File: src/rtl/baud_sched.sv
// baud_sched: round-robin arbiter that shares one clk_gen baud generator
// among NREQ UART engines. The winner's baud code is programmed into the
// generator (skipped when it already matches the live setting), then the
// winner holds an exclusive grant and receives a tick per tx_clk rising edge.
// Optional feature macro: BAUD_SCHED_TIMEOUT_EN (forced release after
// MAX_EDGES ticks). Default build: grant held while requested.
//
// state   | meaning
// IDLE    | no owner; arbitrate when any req is high
// CFG     | gen_baud applied, gen_rst held high for CFG_CYCLES
// SETTLE  | generator released, wait SETTLE_CYCLES before granting
// ACTIVE  | grant[owner] high, tick per gen_clk rising edge
// RELEASE | one dead cycle with no grant, then back to IDLE
module baud_sched #(
  parameter int NREQ          = 4,
  parameter int CFG_CYCLES    = 2,
  parameter int SETTLE_CYCLES = 2,
  parameter int MAX_EDGES     = 4096
) (
  input  logic                clk,
  input  logic                rst,
  input  logic [NREQ-1:0]     req,
  input  logic [3*NREQ-1:0]   baud_code,
  input  logic                gen_clk,
  output logic [16:0]         gen_baud,
  output logic                gen_rst,
  output logic [NREQ-1:0]     grant,
  output logic                tick,
  output logic                busy
);

  localparam int PW = (NREQ > 1) ? $clog2(NREQ) : 1;
  localparam int CW = 16;

  typedef enum logic [2:0] {IDLE, CFG, SETTLE, ACTIVE, RELEASE} state_t;

  state_t          state;
  logic [PW-1:0]   rr_ptr;
  logic [PW-1:0]   owner;
  logic [2:0]      code;
  logic [2:0]      cur_code;
  logic            cfg_valid;
  logic            gen_clk_q;
  logic [CW-1:0]   phase_cnt;
  logic [PW-1:0]   idx;
  logic [PW-1:0]   win_idx;
  logic [PW-1:0]   next_ptr;
  logic            win_found;
  logic            gen_rise;
  logic            timeout;
  logic [2:0]      codes [NREQ];

  for (genvar i = 0; i < NREQ; i++) begin : g_codes
    assign codes[i] = baud_code[3*i +: 3];
  end

  assign gen_rise = gen_clk & ~gen_clk_q;
  assign next_ptr = (win_idx == PW'(NREQ-1)) ? '0 : win_idx + PW'(1);

  function automatic logic [16:0] baud_of(input logic [2:0] c);
    case (c)
      3'd0:    baud_of = 17'd4800;
      3'd1:    baud_of = 17'd9600;
      3'd2:    baud_of = 17'd14400;
      3'd3:    baud_of = 17'd19200;
      3'd4:    baud_of = 17'd38400;
      3'd5:    baud_of = 17'd57600;
      default: baud_of = 17'd9600;
    endcase
  endfunction

  // Round-robin search: first requester at or after rr_ptr wins.
  always_comb begin
    win_found = 1'b0;
    win_idx   = '0;
    idx       = '0;
    for (int k = NREQ-1; k >= 0; k--) begin
      idx = PW'((int'(rr_ptr) + k) % NREQ);
      if (req[idx]) begin
        win_found = 1'b1;
        win_idx   = idx;
      end
    end
  end

`ifdef BAUD_SCHED_TIMEOUT_EN
  localparam int EW = (MAX_EDGES > 2) ? $clog2(MAX_EDGES) : 1;
  logic [EW-1:0] edge_cnt;

  // Tick budget for the current owner; reloaded whenever not in ACTIVE.
  always_ff @(posedge clk) begin
    if (!rst)
      edge_cnt <= '0;
    else if (state != ACTIVE)
      edge_cnt <= EW'(MAX_EDGES-1);
    else if (tick && edge_cnt != '0)
      edge_cnt <= edge_cnt - EW'(1);
  end

  assign timeout = tick && (edge_cnt == '0);
`else
  // Edge budget disabled: an owner is never forced out.
  assign timeout = (MAX_EDGES < 1);
`endif

  // Scheduler FSM with all outputs registered.
  always_ff @(posedge clk) begin
    if (!rst) begin
      state     <= IDLE;
      grant     <= '0;
      tick      <= 1'b0;
      busy      <= 1'b0;
      gen_rst   <= 1'b1;
      gen_baud  <= 17'd9600;
      rr_ptr    <= '0;
      owner     <= '0;
      code      <= 3'd1;
      cfg_valid <= 1'b0;
      cur_code  <= 3'd1;
      gen_clk_q <= 1'b0;
      phase_cnt <= '0;
    end else begin
      gen_clk_q <= gen_clk;
      case (state)
        IDLE: begin
          grant   <= '0;
          tick    <= 1'b0;
          gen_rst <= ~cfg_valid;
          if (win_found) begin
            owner  <= win_idx;
            code   <= codes[win_idx];
            rr_ptr <= next_ptr;
            busy   <= 1'b1;
            if (cfg_valid && codes[win_idx] == cur_code) begin
              state   <= ACTIVE;
              grant   <= NREQ'(1) << win_idx;
              gen_rst <= 1'b0;
            end else begin
              state     <= CFG;
              gen_baud  <= baud_of(codes[win_idx]);
              gen_rst   <= 1'b1;
              cfg_valid <= 1'b0;
              phase_cnt <= CW'(CFG_CYCLES-1);
            end
          end
        end
        CFG: begin
          if (!req[owner]) begin
            state <= RELEASE;
          end else if (phase_cnt == '0) begin
            state     <= SETTLE;
            gen_rst   <= 1'b0;
            phase_cnt <= CW'(SETTLE_CYCLES-1);
          end else begin
            phase_cnt <= phase_cnt - CW'(1);
          end
        end
        SETTLE: begin
          if (!req[owner]) begin
            state <= RELEASE;
          end else if (phase_cnt == '0) begin
            state     <= ACTIVE;
            grant     <= NREQ'(1) << owner;
            cfg_valid <= 1'b1;
            cur_code  <= code;
          end else begin
            phase_cnt <= phase_cnt - CW'(1);
          end
        end
        ACTIVE: begin
          if (!req[owner] || timeout) begin
            state <= RELEASE;
            grant <= '0;
            tick  <= 1'b0;
          end else begin
            tick <= gen_rise;
          end
        end
        RELEASE: begin
          state   <= IDLE;
          grant   <= '0;
          tick    <= 1'b0;
          busy    <= 1'b0;
          gen_rst <= ~cfg_valid;
        end
        default: begin
          state <= IDLE;
          grant <= '0;
          tick  <= 1'b0;
          busy  <= 1'b0;
        end
      endcase
    end
  end

endmodule

File: config.mk
export PLATFORM = sky130hd
export DESIGN_NAME = baud_sched
export DESIGN_NICKNAME = d
export VERILOG_FILES = /design/src/rtl/baud_sched.sv
export SDC_FILE = /design/constraint.sdc
export NUM_CORES = 1
export LEC_CHECK = 0
export BUFFER_PORTS_ARGS = -buffer_cell sky130_fd_sc_hd__buf_2
export CAP_MARGIN = 20
export CORE_UTILIZATION = 55
export DETAILED_ROUTE_END_ITERATION = 10
export PLACE_DENSITY = 0.8
export SLEW_MARGIN = 20
export SYNTH_ARGS = -nofsm -noshare
export SYNTH_HDL_FRONTEND = slang
export SYNTH_SLANG_ARGS = --single-unit
File: constraint.sdc
create_clock -name clk -period 7.95 [get_ports clk]
set_input_delay 0.3975 -clock clk [delete_from_list [all_inputs] [get_ports clk]]
set_output_delay 0.3975 -clock clk [all_outputs]
set_load 0.005 [all_outputs]
---- After elaboration in Yosys (flattened, before gate mapping) ----
Cells that the tools add are included.
cells by class
  add/sub/neg operators ................... 5
  $lt $le $gt $ge ......................... 6
  equal/unequal tests ..................... 20
  shifts and indexed selects .............. 2
  muxes and demuxes ....................... 58
  bitwise operators ....................... 7
  reduce and logical (&&, ||, !) cells .... 18
operators by type and width
  operator               count
  $mux 16                6
  $pmux 16 s5            1
  $pmux 16 s3            1
  $mux 3                 8
  $mux 4                 5
  $mux 1                 19
  $logic_not 16->1       1
  $ne 2x2->1 const B     8
  $pmux 4 s4             1
  $sub 16x1->16 const B  1
  $lt 2x3->1 const B     5
  $eq 3x2->1 const B     4
  $mux 2                 6
  $pmux 3 s4             1
  $bmux 1 s2             5
  $eq 3x3->1 const B     3
  $reduce_and 3->1       3
  $reduce_and 4->1       2
  $shl 1x2->4 const A    2
  $bmux 3 s2             1
  $logic_not 3->1        2
  $ne 3x3->1 const B     2
  $pmux 1 s2             3
  $reduce_and 6->1       1
  17 further kinds       25
storage, ports and cells
  register bits ........................... 55
  input bits .............................. 19
  output and inout bits ................... 24
  word-level logic and storage cells ...... 129

---- Longest topological paths before layout ----
  word-level depth ........................ 16
  depth in mapped cells ................... 11
  mapped depth without buffers ............ 10

---- Worst setup path after synthesis ----
Ideal clock, no wire load.
  path kind ............................... register to register
  start ................................... reg phase_cnt[0]
  end ..................................... reg phase_cnt[13]
  library setup time ...................... 0.120 ns
  data arrival time ....................... 2.635 ns
  required time ........................... 7.830 ns
  path slack .............................. 5.195 ns
  stages on the path, launching flop included .. 9
  buffers on the path ..................... 0
  period minus slack after synthesis ...... 2.755 ns
  cell sequence ........................... dfxtp_1 > or3_4 > or3_4 > or3_4 > or3_4 > or3_4 > or3_1 > a221oi_2 > nor2_1
between the ends
  cells in the longest elaborated chain, start to end .. 4
  elaborated cells between the ends (all ways) .. 9
  those cells by class .................... add/sub (1); eq/ne (1); mux (5); reduce/logical (2)
RTL lines
  what                                               RTL line  RTL
  start: declaration                                 44        logic [CW-1:0] phase_cnt;
  start signal: assignment                           143       phase_cnt <= CW'(CFG_CYCLES-1);
  start signal: assignment                           153       phase_cnt <= CW'(SETTLE_CYCLES-1);
  start signal: assignment                           155       phase_cnt <= phase_cnt - CW'(1);
  $sub 16x1->16 or $logic_not 16->1 (tied branches)  n/a
  $mux 16, on equally long branches                  161, 150
  $mux 16, on equally long branches                  159, 148
  $pmux 16 s3                                        124       case (state)
Several ways; a longest one is shown, not always the timed one. The select of a mux whose other input is x is not followed.
A chain may end at the register's enable or synchronous reset.

---- Worst setup path in the final report ----
  start ................................... reg phase_cnt[0]
  end ..................................... reg phase_cnt[15]
Same word-level chain as after synthesis.

==> flow_summary.json <==
{
  "most_used_flip_flop_cell_after_synthesis": "dfxtp_1",
  "tritoncts.num_buffers": 5,
  "timing_worst_setup_path_type": "flip-flop to flip-flop",
  "finalWorstPathRequiredPeriod_ns": 3.17,
  "slew_viol_final": 0,
  "cp.arrival_ns": 3.37,
  "grt_pass1_wl_mm": 10.2,
  "vias_in_the_first_global_route": 2345,
  "post-synth-top-area-cell": "dfxtp_1",
  "placeableCoreArea_mm2": 0.00475,
  "cp_data_required_time_ns": 8.15,
  "die_w_um": 72.4,
  "setup_violations_final": 0,
  "dpl.hpwl_mm": 4.31,
  "timing.fmax_mhz": 316,
  "cts.repair_timing.setup_buffer_count": 0,
  "number_of_enable_type_register_cells_in_the_synthesized_netlist": 0,
  "clock_latency_ns": 0.29,
  "proportion_of_synthesized_chip_area_in_sequential_cells": 0.353,
  "pin_count": 43,
  "synth.most_common_cell": "dfxtp_1",
  "crit_path_top_delay_cell": "or3b_2",
  "slew-limit-headroom": 0.446,
  "rsz_0062_raised_after_global_routing": "no",
  "final-hold-violation-count": 0,
  "groute.usage.overall": 0.243,
  "max_stage_delay_ns": 0.49,
  "register_bit_count_reported_by_yosys": 48,
  "worstSetupEndpointType": "flip-flop",
  "drt.antenna.violating_nets": 0,
  "synth.top_cells.by_area": "dfxtp_1 (35%), nor2_1 (5.2%), nand2_1 (4.7%)",
  "endpoint": "phase_cnt[15]",
  "timing.reg2reg.setup_slack_ns": 4.78,
  "detail_route.wirelength_mm": 5.93,
  "synth_cells": 346,
  "antenna-diode-count": 0,
  "cts_buffer_depth": 2,
  "final_nets": 399,
  "drc_errors": 0,
  "maximum_number_of_pins_on_one_net_before_global_route_repair": 35,
  "synthTopCellsByCount": "dfxtp_1 (48), nor2_1 (38), nand2_1 (34), o21ai_0 (23), a21oi_1 (19)",
  "instances_no_fill": 443,
  "std_cell_rows": 25,
  "timing.rr.end": "phase_cnt[15]",
  "synth.yosys.warnings": 0,
  "path_category_of_the_worst_min_delay_check": "primary input to flip-flop",
  "via_count": 2589,
  "cts_hold_buf": 0,
  "detailedRoute.firstPassIterationCount": 4,
  "cp_cell_sequence": "inv_1, ha_1, or3b_2, nor4b_1, nand4_1, and4_1, a21oi_1, nand2_1, a311oi_1",
  "r2r_start": "phase_cnt[0]",
  "cts_resized": 0,
  "ff2ff_path_depth": 9,
  "dp_cells": 435,
  "antenna_violations_before_repair": 0,
  "first_iter_violations": 185,
  "flow.area_growth_from_synthesis_pct": 10.7,
  "clk_pin_slew_ns": 0.08,
  "cellLeakagePower_uw": 0.00124,
  "period_share": 0.399,
  "clock_skew_ns": 0.00556,
  "syn_area_per_cell_um2": 7.88,
  "clock-root-buffer": "clkbuf_8",
  "mappedNetlistArea_mm2": 0.00273,
  "drt-wirelength-per-cell_um": 13.4,
  "drv_cap": 0,
  "buffer_ports.inserted": 35,
  "layout-drive-gt1-share": 0.157,
  "clkSinkCount": 48,
  "floorplan.die_area_mm2": 0.00524,
  "worstSetupStartpointType": "flip-flop",
  "async_flop_share": 0,
  "final_layout_fill_cell_count": 438,
  "synth.lib_cells_used.distinct": 53,
  "globalplace.congestion": 0.881,
  "fp.dieH_um": 72.4,
  "average_via_count_per_standard_cell": 5.84,
  "worstMarginPinSlew_ns": 0.824,
  "p_per_area_mw_per_mm2": 461,
  "synth_largest_type_area_fraction": 0.353,
  "cts-htree-levels": 2,
  "starting_density_of_the_core": 0.573,
  "startpoint": "phase_cnt[0]",
  "tritoncts_clock_tree": "done",
  "crit_path_max_fanout": 14,
  "setup_tns_ns": 0,
  "status": "completed",
  "vdd_ir_drop_max_uv": 263,
  "gr-total-overflow": 0
}
[flip-flops by register name, indices dropped and copies added, names as in the netlist]
signal,cells
tick,1
state,3
cur_code,3
owner,2
grant,4
rr_ptr,2
cfg_valid,1
gen_baud,10
gen_clk_q,1
gen_rst,1
code,3
phase_cnt,16
busy,1
[layout make-up]
| type | instances | area, µm² | area share |
|---|---|---|---|
| repair buffers | 38 | 198 | 0.0655 |
| clock buffers | 8 | 90.1 | 0.0299 |
| well taps | 67 | 83.8 | 0.0278 |
| flip-flops and latches | 48 | 961 | 0.318 |
| multi-input cells | 266 | 1630 | 0.539 |
| inverters | 16 | 60.1 | 0.0199 |
[logic make-up (layout without fill, tap and decap cells)]
group                    after synthesis  in the layout  synth area share
AO/OA/AOI/OAI                         95             95             0.228
multiplexers                          15             15            0.0606
AND/OR/NAND/NOR                      142            142             0.265
XOR/XNOR                               2              2           0.00643
adder cells (fa/ha/maj)                5              5            0.0230
buffers and inverters                 38             62            0.0629
flip-flops                            48             48             0.353
other                                  1              7           0.00138
[power breakdown]
part | leakage, µW | internal [µW] | switching (µW)
Clock | 0.0000455 | 71.0 | 74.5
Sequential | 0.000392 | 327 | 87.1
Combinational | 0.000802 | 329 | 502
[per-layer routing]
metal	up-vias	share of wire	track usage
met3	6	0.048	0.0556
met1	1210	0.48	0.308
met2	70	0.46	0.406
met5	-	0	0
li1	1303	-	-
met4	0	0.0099	0.0806
[worst max-delay path: cells and delay by family (launching register included)]
kind / cells / cell delay [ns]
DFF: 1 / 0.32
adders and majority gates: 1 / 0.16
and+or+nand+nor: 5 / 1.90
AOI/OAI and AO/OA: 2 / 0.62
buffers and inverters: 1 / 0.08
[stage by stage]
step                area, µm²  total power (µW)  hold WS [ns]  setup slack [ns]  utilization
floorplan                2750              1050         0.436              5.20            -
global placement         2920              1220         0.441              4.79        0.615
detailed placement       2920              1240         0.438              4.68        0.615
CTS                      3010              1390         0.312              4.80        0.634
global route             3020              1530         0.331              4.52        0.635
finish                   3020              1390         0.316              4.78        0.635
[placed cells by master (no fill, tap or decap), types with 4 or more instances in the layout]
cell,Yosys,routed
clkbuf_8,0,6
a31oi_1,17,17
ha_1,5,5
conb_1,1,7
and4_1,5,5
nor4_1,8,7
o21ai_0,23,23
or3_4,5,5
and2_1,7,7
dfxtp_1,48,48
mux2i_1,12,12
nor2_1,38,38
nand2_1,34,34
o211ai_1,5,5
a211oi_1,5,5
a21oi_1,19,18
nand2b_1,6,6
nor3_1,12,12
nand3_1,12,12
buf_2,2,35
or3_1,4,4
inv_1,16,16
[worst min path at each step]
| stage | startpoint | end | depth (start not counted) | slack, ns |
|---|---|---|---|---|
| floorplan | code[1] | code[1] | 2 | 0.44 |
| global placement | gen_baud[13] | gen_baud[13] | 1 | 0.44 |
| detailed placement | gen_baud[9] | gen_baud[9] | 2 | 0.44 |
| CTS | gen_clk | gen_clk_q | 2 | 0.31 |
| global route | gen_clk | gen_clk_q | 2 | 0.33 |
| finish | gen_clk | gen_clk_q | 2 | 0.32 |
No activity file was read; power rests on OpenSTA's default activity.
